**src/rtl/if_pkg.sv**
```systemverilog
// Shared types and constants for the instruction-fetch stage.
package if_pkg;

   typedef enum logic [1:0] {
      FETCH = 2'd0,
      MISS  = 2'd1,
      REDIR = 2'd2,
      HALT  = 2'd3
   } if_state_e;

   localparam logic [15:0] NOP_INSTR      = 16'hB000;
   localparam logic [3:0]  HLT_OPC        = 4'hF;
   localparam logic [15:0] RST_PC_DEFAULT = 16'h0000;

   function automatic logic is_hlt(input logic [15:0] word);
      return word[15:12] == HLT_OPC;
   endfunction

endpackage

```
**src/rtl/if_fetch_if.sv**
```systemverilog
// Instruction-cache request/response bundle between fetch (master) and cache (slave).
interface if_fetch_if #(
   parameter int unsigned PC_W = 16
) ();

   logic [PC_W-1:0] i_addr;
   logic            i_re;
   logic [15:0]     i_data;
   logic            i_rdy;

   modport master (output i_addr, i_re, input i_data, i_rdy);
   modport slave  (input i_addr, i_re, output i_data, i_rdy);

endinterface

```
**src/rtl/if_redirect_hold.sv**
```systemverilog
// Parks a redirect target that arrives while a cache miss is outstanding.
module if_redirect_hold
   import if_pkg::*;
#(
   parameter int unsigned PC_W = 16
) (
   input  logic            clk,
   input  logic            rst,
   input  if_state_e       state,
   input  logic            i_rdy,
   input  logic            flow_change,
   input  logic [PC_W-1:0] dst_pc,
   output logic [PC_W-1:0] hold_pc,
   output logic            take
);

   logic capture;

   // A new redirect always overwrites the parked target, so the latest one wins.
   always_comb begin
      capture = flow_change && ((state == MISS && !i_rdy) || state == REDIR);
      take    = (state == REDIR) && !flow_change && i_rdy;
   end

   always_ff @(posedge clk) begin
      if (rst)
         hold_pc <= '0;
      else if (capture)
         hold_pc <= dst_pc;
   end

endmodule

```
**src/rtl/if_fetch.sv**
```systemverilog
// Instruction-fetch stage: owns the PC, drives the I-cache, feeds decode.
// IF_PERF_CNT_EN adds saturating fetch/miss performance counters.
module if_fetch
   import if_pkg::*;
#(
   parameter int unsigned     PC_W   = 16,
   parameter logic [PC_W-1:0] RST_PC = PC_W'(RST_PC_DEFAULT)
) (
   input  logic            clk,
   input  logic            rst,
   if_fetch_if.master      ic,
   input  logic            stall_IM_ID,
   input  logic            flow_change_ID_EX,
   input  logic [PC_W-1:0] dst_pc,
   output logic [15:0]     instr,
   output logic [PC_W-1:0] nxt_pc
`ifdef IF_PERF_CNT_EN
   ,
   output logic [15:0]     fetch_cnt,
   output logic [15:0]     miss_cnt
`endif
);

   if_state_e       state, state_nxt;
   logic [PC_W-1:0] pc, pc_nxt, hold_pc;
   logic            accept, take, re;

   if_redirect_hold #(.PC_W(PC_W)) u_hold (
      .clk         (clk),
      .rst         (rst),
      .state       (state),
      .i_rdy       (ic.i_rdy),
      .flow_change (flow_change_ID_EX),
      .dst_pc      (dst_pc),
      .hold_pc     (hold_pc),
      .take        (take)
   );

   always_ff @(posedge clk) begin
      if (rst) begin
         state <= FETCH;
         pc    <= RST_PC;
      end else begin
         state <= state_nxt;
         pc    <= pc_nxt;
      end
   end

   always_comb begin
      state_nxt = state;
      pc_nxt    = pc;
      accept    = ic.i_rdy && !stall_IM_ID;
      case (state)
         // A miss that resolves this cycle is handled exactly like a normal fetch.
         FETCH, MISS: begin
            if (state == FETCH || ic.i_rdy) begin
               state_nxt = FETCH;
               if (flow_change_ID_EX)
                  pc_nxt = dst_pc;
               else if (!ic.i_rdy)
                  state_nxt = MISS;
               else if (accept) begin
                  pc_nxt = pc + PC_W'(1);
                  if (is_hlt(ic.i_data))
                     state_nxt = HALT;
               end
            end else if (flow_change_ID_EX) begin
               state_nxt = REDIR;
            end
         end
         REDIR: begin
            if (take) begin
               pc_nxt    = hold_pc;
               state_nxt = FETCH;
            end
         end
         HALT: begin
            if (flow_change_ID_EX) begin
               pc_nxt    = dst_pc;
               state_nxt = FETCH;
            end
         end
         default: ;
      endcase
   end

   always_comb begin
      re        = !rst && (state != HALT);
      ic.i_re   = re;
      ic.i_addr = pc;
      nxt_pc    = pc + PC_W'(1);
      if (!rst && (state == FETCH || state == MISS) && ic.i_rdy)
         instr = ic.i_data;
      else
         instr = NOP_INSTR;
   end

`ifdef IF_PERF_CNT_EN
   always_ff @(posedge clk) begin
      if (rst) begin
         fetch_cnt <= '0;
         miss_cnt  <= '0;
      end else begin
         if (accept && fetch_cnt != '1)
            fetch_cnt <= fetch_cnt + 16'd1;
         if (re && !ic.i_rdy && miss_cnt != '1)
            miss_cnt <= miss_cnt + 16'd1;
      end
   end
`endif

endmodule
```
**src/flat_wrapper.sv**
```systemverilog
// flat-port wrapper written by rule: the top's interface ports become plain ports
module if_fetch_flat import if_pkg::*;
#(
   parameter int unsigned     PC_W   = 16,
   parameter logic [PC_W-1:0] RST_PC = PC_W'(RST_PC_DEFAULT)
)
  (clk, rst, stall_IM_ID, flow_change_ID_EX, dst_pc, instr, nxt_pc, ic_i_addr, ic_i_re, ic_i_data, ic_i_rdy);
  if_fetch_if #(.PC_W(PC_W)) ic_i ();
  input  logic clk;
  input  logic rst;
  input  logic stall_IM_ID;
  input  logic flow_change_ID_EX;
  input  logic [PC_W-1:0] dst_pc;
  output logic [15:0] instr;
  output logic [PC_W-1:0] nxt_pc;
  output wire logic [$bits(ic_i.i_addr)-1:0] ic_i_addr;
  output wire logic [$bits(ic_i.i_re)-1:0] ic_i_re;
  input wire logic [$bits(ic_i.i_data)-1:0] ic_i_data;
  input wire logic [$bits(ic_i.i_rdy)-1:0] ic_i_rdy;
  assign ic_i_addr = ic_i.i_addr;
  assign ic_i_re = ic_i.i_re;
  assign ic_i.i_data = ic_i_data;
  assign ic_i.i_rdy = ic_i_rdy;
  if_fetch #(.PC_W(PC_W), .RST_PC(RST_PC)) u_core (.clk(clk), .rst(rst), .ic(ic_i), .stall_IM_ID(stall_IM_ID), .flow_change_ID_EX(flow_change_ID_EX), .dst_pc(dst_pc), .instr(instr), .nxt_pc(nxt_pc));
endmodule
```
**config.mk**
```make
export PLATFORM = sky130hd
export DESIGN_NAME = if_fetch_flat
export DESIGN_NICKNAME = d
export VERILOG_FILES = /design/src/rtl/if_pkg.sv /design/src/rtl/if_fetch_if.sv /design/src/rtl/if_redirect_hold.sv /design/src/rtl/if_fetch.sv /design/src/flat_wrapper.sv
export SDC_FILE = /design/constraint.sdc
export NUM_CORES = 1
export LEC_CHECK = 0
export BUFFER_PORTS_ARGS = -buffer_cell sky130_fd_sc_hd__clkbuf_2
export CAP_MARGIN = 40
export CORE_ASPECT_RATIO = 1.4
export CORE_MARGIN = 2
export CORE_UTILIZATION = 40
export DETAILED_ROUTE_END_ITERATION = 6
export PLACE_DENSITY = 0.77
export SLEW_MARGIN = 20
export SYNTH_ARGS = -nofsm -noshare
export SYNTH_HDL_FRONTEND = slang
export SYNTH_HIERARCHICAL = 1
export SYNTH_SLANG_ARGS = --single-unit
```
**constraint.sdc**
```tcl
create_clock -name clk -period 2.25 [get_ports clk]
set_input_delay 0.3375 -clock clk [delete_from_list [all_inputs] [get_ports clk]]
set_output_delay 0.3375 -clock clk [all_outputs]
set_load 0.01 [all_outputs]
```
==> Word-level counts from Yosys, hierarchy flattened <==
Index checks and enable logic that the tools add are counted.
{ "op_classes": {"add_sub_neg": 1, "n_eq_ne": 11, "muxes": 17, "n_reduce_logical": 19} }
{ "ops": {"columns": ["op", "n"], "rows": [
  ["16-bit 2-to-1 mux", 7],
  ["16-bit one-hot mux with 3 select lines", 1],
  ["16-bit by 1-bit adder with 16-bit output (second input constant)", 1],
  ["2-bit 2-to-1 mux", 8],
  ["1-bit logical AND", 8],
  ["3-bit by 2-bit != test with 1-bit output (second input constant)", 2],
  ["2-bit one-hot mux with 3 select lines", 1],
  ["5-bit AND reduction", 1],
  ["2-bit == test (second input constant)", 2],
  ["4-bit == test (second input constant)", 1],
  ["1-bit logical NOT", 4],
  ["2-bit by 1-bit != test with 1-bit output (second input constant)", 2],
  ["2-bit != test (second input constant)", 2],
  ["1-bit logical OR", 3],
  ["3-bit != test (second input constant)", 1],
  ["3-bit AND reduction", 1],
  ["2-bit by 1-bit == test with 1-bit output (second input constant)", 1],
  ["2-bit logical NOT", 1],
  ["2-bit OR reduction", 1]
]} }
{ "totals": {"ff_bits": 34, "input_bits": 37, "out_inout_bits": 49} }

==> Longest topological paths before layout <==
Gate-level depths: netlist of the first run.
{ "depth": {"word_depth": 7, "depth_mapped": 7, "mapped_depth_nobuf": 6} }

==> Hierarchy <==
Netlist of the first run, hierarchy kept.
{ "modules_own_cells": {"columns": ["mod", "n_inst", "cells_each", "area_per_inst_um2", "seq_area_each_um2"], "rows": [
  ["if_fetch", 1, 229, 1764.2, 360.3],
  ["if_redirect_hold", 1, 72, 754.5, 320.3]
]} }

==> Worst setup path after synthesis of the first run <==
OpenSTA, ideal clock, no wires.
{ "synth_timing": {"kind": "flip-flop to output port", "start": "register u_core.pc[0], in the netlist u_core/ic.i_addr[0]", "end": "output nxt_pc[14]", "arrival_ns": 1.569, "slack_ns": 0.344, "stages_incl_launch_ff": 5, "path_buffers": 0, "path_cell_list": "dfxtp_1 -> ha_1 -> nand3_2 -> nor4_1 -> xor2_1"} }
{ "synth_via": {"elab_chain_cells": 1} }
{ "synth_rtl": {"columns": ["element", "line", "rtl"], "rows": [
  ["start, declared", "if_fetch.sv:25", "logic [PC_W-1:0] pc, pc_nxt, hold_pc;"],
  ["start signal, assigned", "if_fetch.sv:45", "pc <= pc_nxt;"],
  ["16-bit by 1-bit adder with 16-bit output", "if_fetch.sv:91", "nxt_pc = pc + PC_W'(1);"],
  ["end, declared", "flat_wrapper.sv:15", "output logic [PC_W-1:0] nxt_pc;"]
]} }
Every way passes these cells.

==> Worst setup path in the final report of the first run <==
{ "layout_timing": {"start": "register u_core.pc[0], in the netlist u_core/ic.i_addr[0]", "end": "output nxt_pc[12]"} }
The elaborated chain is that of the path after synthesis.

==> metrics.md, run 1 <==
| Metric | Value |
|---|---|
| First-pass GRT wire length | `10610 µm` |
| XOR/XNOR share of the synthesized area | `0.04868` |
| DR vias | `2460` |
| DIE HEIGHT | `97.89 µm` |
| GRT Util Overall | `0.1843` |
| Final worst setup slack | `0.07059 ns` |
| # hold bufs at CTS | `0` |
| Nets | `418` |
| Final setup viols | `0` |
| Post-synth ARST share | `0` |
| Placed Cells | `445` |
| Port buffer count | `85` |
| Synth cell types | `54` |
| Reg2reg end | `u_core/ic.i_addr[14]$_SDFFE_PP0P_` |
| Primary FF master, synth | `dfxtp_1` |
| Adder-cell share of the synthesized area | `0.004968` |
| Worst clock skew | `0.003079 ns` |
| IR drop worst, VDD | `0.0002253 V` |
| Hold Vio Cnt, Final | `0` |
| Final core occ | `0.5083` |
| Die Footprint | `0.006957 mm²` |
| CTS H-tree depth | `2` |
| Fraction of layout cells with a size suffix above 1 | `0.3658` |
| Dpl hpwl | `4798 µm` |
| Flops & latches, synth | `34` |
| CP required | `1.91 ns` |
| Critical Path AT | `1.84 ns` |
| RR Startpoint | `u_core/state[1]$_SDFFE_PP0P_` |
| Max-cap viol count | `0` |
| Horiz. Die Dim | `71.07 µm` |
| Post-synthesis mux area share | `0.1505` |
| Worst-Skew Late Latency | `0.28 ns` |
| Largest net degree at the start of global routing | `54` |
| PD cells | `476.2 mW/mm²` |
| Worst-path clk slew | `0.07 ns` |
| I/O pin total | `86` |
| Crit path from | `u_core/ic.i_addr[0]$_SDFFE_PP0P_` |
| Sequential power share | `0.458` |
| Final Cell Area | `0.003136 mm²` |
| Largest family of logic cells by synthesized area | `simple AND/OR/NAND/NOR gates` |
| Vias per cell | `5.442` |
| Startpoint types | `flop` |
| Initial DRC count | `166` |
| Area after DPL | `0.002998 mm²` |
| EDFF count, synth | `0` |
| CTS tree | `yes` |
| Final min period | `2.179 ns` |
| Synth Area per Inst | `8.368 µm²` |
| Int Pwr | `1.029 mW` |
| Final std cells w/o fill | `452` |
| Crit end category | `output port` |
| Pre-CTS setup slack | `0.1725 ns` |
| Clock power share | `0.281` |
| Crit Path Max Fanout | `7` |
| Synth Area in Compound Gates | `0.1798` |
| Crit share post-route | `0.9686` |
| RD Place Congestion | `0.8341` |
| WS Path Type | `flop to output port` |
| Synthesized Nets | `339` |
| Max-slew violation total from the final report | `0` |
| Outcome | `finished, final reports clean` |
| Switching part of the total | `0.3109` |
| Clock sink count | `34` |
| Final WL | `6409 µm` |
| Maximum root-to-sink buffer count | `2` |
| Mapped Cells | `301` |
| Mapped Area | `0.002519 mm²` |
| Vias in the first global route | `2262` |
| Type of the most critical hold path | `input port to flop` |
| Sequential fraction of the synthesis area | `0.2702` |
| Root Driver | `clkbuf_8` |
| CP endpoint | `nxt_pc[12]` |
| Relative slew margins | `0.5530` |
| Leakage | `1.349 nW` |
| Simple-Gate Fraction of Synth Area | `0.2851` |
| Initial Util | `0.4083` |
| Max frequency | `458.8 MHz` |
| Reg2Reg Depth | `6` |
| Ant. Diodes | `0` |
| Switching power total | `0.4642 mW` |
| Drt drc | `0` |
| DR WL/cell | `14.18 µm` |
| TritonRoute pass-1 iters | `4` |
| Site row count | `34` |
| Slew @ Worst Pin | `0.6705 ns` |
| Total core area | `0.006168 mm²` |
| Ys Warns | `6` |
| Remaining antenna violation count | `0` |
| Comb power frac | `0.261` |
| Area growth, synth to finish | `24.49%` |
| Total grt overflow | `0` |
| R2r setup slk | `0.17 ns` |
| CTS buffer count | `5` |
| Initial antenna violation count | `0` |
[layout by cell type (no fill, tap or decap), types with 3 or more instances in the layout]
cell / synthesis / layout
a211oi_1: 7 / 7
dfxtp_4: 0 / 3
xnor2_1: 8 / 8
nand4_1: 5 / 5
inv_1: 9 / 9
nand3_1: 3 / 3
nor3_1: 5 / 4
clkbuf_2: 0 / 85
nand2_1: 11 / 11
a21oi_1: 20 / 20
nor2b_1: 4 / 4
mux2i_1: 23 / 23
clkbuf_8: 0 / 5
mux2_2: 12 / 12
dfxtp_1: 34 / 27
a22oi_1: 4 / 4
nand2b_1: 39 / 39
o21ai_0: 10 / 10
o32ai_1: 3 / 3
a22o_1: 3 / 3
and3_1: 13 / 13
xor2_1: 6 / 6
nor2_1: 18 / 17
buf_4: 2 / 11
dfxtp_2: 0 / 4
[flip-flops by register name, indices dropped and copies added, names as in the netlist]
signal,count
u_core/ic.i_addr,16
u_core/u_hold/hold_pc,16
u_core/state,2
[worst min path at each step]
stage	from	endpoint	slack [ns]	cells after the start
floorplan	u_core/u_hold/hold_pc[10]$_SDFFE_PP0P_	u_core/u_hold/hold_pc[10]$_SDFFE_PP0P_	0.45	2
global placement	u_core/u_hold/hold_pc[6]$_SDFFE_PP0P_	u_core/u_hold/hold_pc[6]$_SDFFE_PP0P_	0.46	2
detailed placement	u_core/u_hold/hold_pc[6]$_SDFFE_PP0P_	u_core/u_hold/hold_pc[6]$_SDFFE_PP0P_	0.46	2
CTS	dst_pc[3]	u_core/u_hold/hold_pc[3]$_SDFFE_PP0P_	0.31	3
finish	dst_pc[3]	u_core/u_hold/hold_pc[3]$_SDFFE_PP0P_	0.31	3
global route	dst_pc[14]	u_core/u_hold/hold_pc[14]$_SDFFE_PP0P_	0.33	3
[cells in the mapped netlist (4+ instances only)]
cell type  instances  area [µm²]
a211oi_1           7       52.55
a21oi_1           20       100.1
a22oi_1            4       30.03
and3_1            13       81.33
buf_2              8       40.04
clkbuf_1          12       45.04
dfxtp_1           34       680.7
inv_1              9       33.78
mux2_2            12       135.1
mux2i_1           23       230.2
nand2_1           11       41.29
nand2b_1          39       244.0
nand4_1            5       31.28
nor2_1            18       67.56
nor2b_1            4       25.02
nor3_1             5       25.02
nor4_1             4       25.02
o21ai_0           10       50.05
xnor2_1            8       70.07
xor2_1             6       52.55
[critical path: stages, from the launching register on]
cell      delay (ns)
dfxtp_4         0.39
ha_2            0.21
nand3_2         0.15
or4_4           0.49
xnor2_1         0.16
clkbuf_2        0.15
[cells by family after synthesis]
logic type,count (synthesis)
compound gates,63
buf+inv,33
mux,36
simple gates,120
fa+ha+maj,1
flops,34
xor+xnor,14
[final cells by class]
type,instances,area [µm²]
clock buffer,7,76.32
multi-input combinational,234,1730
sequential,34,696.9
tap,72,90.09
inverter,9,33.78
fill,590,3033
timing repair buffer,96,508.0
[per-layer routing]
layer,up-vias,GRT usage,routed length [µm]
li1,1241,-,-
met1,1147,0.2358,2815
met2,64,0.3070,3207
met3,8,0.03406,264
met4,0,0.06676,122
met5,-,0,0
[power groups by stage]
stage	combinational (mW)	clock (mW)	sequential [mW]
finish	0.389	0.420	0.684
global route	0.428	0.459	0.690
CTS	0.389	0.437	0.681
detailed placement	0.387	0	0.693
global placement	0.379	0	0.691
floorplan	0.245	0	0.690
[through the flow]
step / hold WS, ns / power [mW] / setup TNS, ns
detailed placement: 0.4610 / 1.081 / 0
CTS: 0.3059 / 1.507 / 0
global route: 0.3310 / 1.576 / -0.02236
global placement: 0.4557 / 1.069 / 0
finish: 0.3132 / 1.493 / 0
floorplan: 0.4462 / 0.9350 / 0
[timing repair]
action                     CTS  global route
buffers inserted             0             0
gates resized for setup      5            13
setup endpoints to repair    4             8
pin swaps                    0             1
(Power assumes the default switching activity.)
==> inputs of run 2 (changes only) <==
- CTS_BUF_LIST: unset -> sky130_fd_sc_hd__clkbuf_2 sky130_fd_sc_hd__clkbuf_4 sky130_fd_sc_hd__clkbuf_8
==> metrics.md, run 2 (same netlist as run 1, synthesis figures left out) <==
| Metric | Value |
|---|---|
| Outcome | `finished, final reports clean (unchanged)` |
| Switching power total | `0.4694 mW (was 0.4642 mW)` |
| CP top delay family | `simple AND/OR/NAND/NOR gates (unchanged)` |
| RD Place Congestion | `0.8341 (unchanged)` |
| Site row count | `34 (unchanged)` |
| Root Driver | `clkbuf_8 (unchanged)` |
| CTS buffer count | `5 (unchanged)` |
| Nets | `418 (unchanged)` |
| CP required | `1.91 ns (about the same)` |
| Final min period | `2.182 ns (was 2.179 ns)` |
| Switching part of the total | `0.3083 (was 0.3109)` |
| Final Cell Area | `0.003143 mm² (was 0.003136 mm²)` |
| Worst-path clk slew | `0.07 ns (about the same)` |
| PD cells | `484.4 mW/mm² (was 476.2 mW/mm²)` |
| Comb power frac | `0.256 (was 0.261)` |
| GRT Util Overall | `0.1845 (was 0.1843)` |
| Final core occ | `0.5095 (was 0.5083)` |
| Slowest CP cell | `or4_4 (unchanged)` |
| Crit-path cells | `ha_2 -> nand3_2 -> or4_4 -> xnor2_1 -> clkbuf_2 (unchanged)` |
| CTS H-tree depth | `2 (unchanged)` |
| Leakage | `1.355 nW (was 1.349 nW)` |
| Max frequency | `458.3 MHz (was 458.8 MHz)` |
| Clock power share | `0.295 (was 0.281)` |
| Worst clock skew | `0.002937 ns (was 0.003079 ns)` |
| Setup_tns | `0 ns (unchanged)` |
| Clock sink count | `34 (unchanged)` |
| Setup Fix Bufs, Post-CTS | `0 (unchanged)` |
| Port buffer count | `85 (unchanged)` |
| Remaining antenna violation count | `0 (unchanged)` |
| Fraction of layout cells with a size suffix above 1 | `0.3711 (was 0.3658)` |
| Final setup viols | `0 (unchanged)` |
| Max-cap viol count | `0 (unchanged)` |
| Area after DPL | `0.002998 mm² (unchanged)` |
| TritonRoute pass-1 iters | `5 (was 4)` |
| CTS tree | `yes (unchanged)` |
| Total core area | `0.006168 mm² (unchanged)` |
| Maximum root-to-sink buffer count | `2 (unchanged)` |
| Largest net degree at the start of global routing | `54 (unchanged)` |
| Hold Vio Cnt, Final | `0 (unchanged)` |
| Dpl hpwl | `4798 µm (unchanged)` |
| Die Footprint | `0.006957 mm² (unchanged)` |
| Relative slew margins | `0.5594 (was 0.5530)` |
| Final WL | `6446 µm (was 6409 µm)` |
| IR drop worst, VDD | `0.0002195 V (was 0.0002253 V)` |
| DR WL/cell | `14.26 µm (was 14.18 µm)` |
| Grt met3 use | `0.03406 (unchanged)` |
| Sequential power share | `0.449 (was 0.458)` |
| DR vias | `2442 (was 2460)` |
| Buf/Inv on CP | `1 (unchanged)` |
| Crit end category | `output port (unchanged)` |
| Max-slew violation total from the final report | `0 (unchanged)` |
| Slowest cell delay on critical path | `0.49 ns (about the same)` |
| Total grt overflow | `0 (unchanged)` |
| Startpoint types | `flop (unchanged)` |
| Worst-Skew Late Latency | `0.29 ns (was 0.28 ns)` |
| Global routing's busiest layer | `met2 (unchanged)` |
| Met1 usage | `0.2352 (was 0.2358)` |
| Hold slack | `0.3117 ns (was 0.3132 ns)` |
| Initial antenna violation count | `0 (unchanged)` |
| Placed Cells | `445 (unchanged)` |
| Most common cell after layout, fill and taps aside | `clkbuf_2 (unchanged)` |
| Commonest non-fill, non-tap cells in the layout | `clkbuf_2, nand2b_1, dfxtp_1, mux2i_1, a21oi_1 (unchanged)` |
| Horiz. Die Dim | `71.07 µm (unchanged)` |
| Vias in the first global route | `2267 (was 2262)` |
| Type of the most critical hold path | `input port to flop (unchanged)` |
| Initial Util | `0.4083 (unchanged)` |
| DIE HEIGHT | `97.89 µm (unchanged)` |
| First-pass GRT wire length | `10620 µm (was 10610 µm)` |
| I/O pin total | `86 (unchanged)` |
| Initial DRC count | `196 (was 166)` |
| Int Pwr | `1.053 mW (was 1.029 mW)` |
| Met2 GRT Util | `0.3084 (was 0.3070)` |
| Crit share post-route | `0.9698 (was 0.9686)` |
| Slew @ Worst Pin | `0.6610 ns (was 0.6705 ns)` |
| Drt drc | `0 (unchanged)` |
| Crit Path Max Fanout | `7 (unchanged)` |
| Ant. Diodes | `0 (unchanged)` |
| Critical Path AT | `1.84 ns (about the same)` |
| Vias per cell | `5.403 (was 5.442)` |
| Area growth, synth to finish | `24.79% (was 24.49%)` |
| WS Path Type | `flop to output port (unchanged)` |
| Final std cells w/o fill | `452 (unchanged)` |
[run 2: cell counts in the layout (fill, tap and decap cells not counted)]
No cell type changed its count.
[run 2: what timing repair did]
| item | CTS | global route |
|---|---|---|
| pin swaps | 0 | 1 |
| hold endpoints to repair | 0 | 0 |
| gates resized for setup | 5 | 13 |
| hold buffers | 0 | 0 |
| setup endpoints to repair | 4 | 8 |
[run 2: worst reg2reg max path, cell delays in order, from the launching register on]
cell	delay [ns]
dfxtp_1	0.57
and4bb_2	0.31
nor3b_2	0.07
a221oi_4	0.54
o21ai_0	0.23
a2bb2oi_1	0.21
nor2_1	0.05
[run 2: final timing paths]
| path | from | to | slack (ns) | cells after the start |
|---|---|---|---|---|
| setup / recovery | u_core/ic.i_addr[0]$_SDFFE_PP0P_ | nxt_pc[12] | 0.07 | 5 |
| hold / removal | dst_pc[3] | u_core/u_hold/hold_pc[3]$_SDFFE_PP0P_ | 0.31 | 3 |
| setup reg to reg | u_core/state[1]$_SDFFE_PP0P_ | u_core/ic.i_addr[14]$_SDFFE_PP0P_ | 0.15 | 6 |
| hold reg to reg | u_core/u_hold/hold_pc[2]$_SDFFE_PP0P_ | u_core/u_hold/hold_pc[2]$_SDFFE_PP0P_ | 0.47 | 2 |
[run 2: metrics by stage]
stage | worst slack [ns] | power (mW)
after floorplan | 0.3439 | 0.9350
after global routing | -0.01875 | 1.601
after detailed placement | 0.1725 | 1.081
after global placement | 0.2928 | 1.069
after CTS | 0.006263 | 1.531
final | 0.06803 | 1.522
[run 2: area by class of cell]
type | instances | area, µm²
clock buffer | 7 | 83.83
inverter | 9 | 33.78
timing repair buffer | 96 | 508.0
fill | 591 | 3025
sequential | 34 | 696.9
multi-input combinational | 234 | 1730
tap | 72 | 90.09
[run 2: routing by layer]
layer,routed length [µm],share of wire
met5,0,0
met4,127,0.020
met3,218,0.034
met2,3199,0.50
met1,2900,0.45
[run 2: power groups by stage]
stage | registers (mW) | clock network [mW] | logic [mW]
floorplan | 0.690 | 0 | 0.245
global placement | 0.691 | 0 | 0.379
detailed placement | 0.693 | 0 | 0.387
CTS | 0.680 | 0.462 | 0.389
global route | 0.690 | 0.484 | 0.428
finish | 0.684 | 0.449 | 0.390
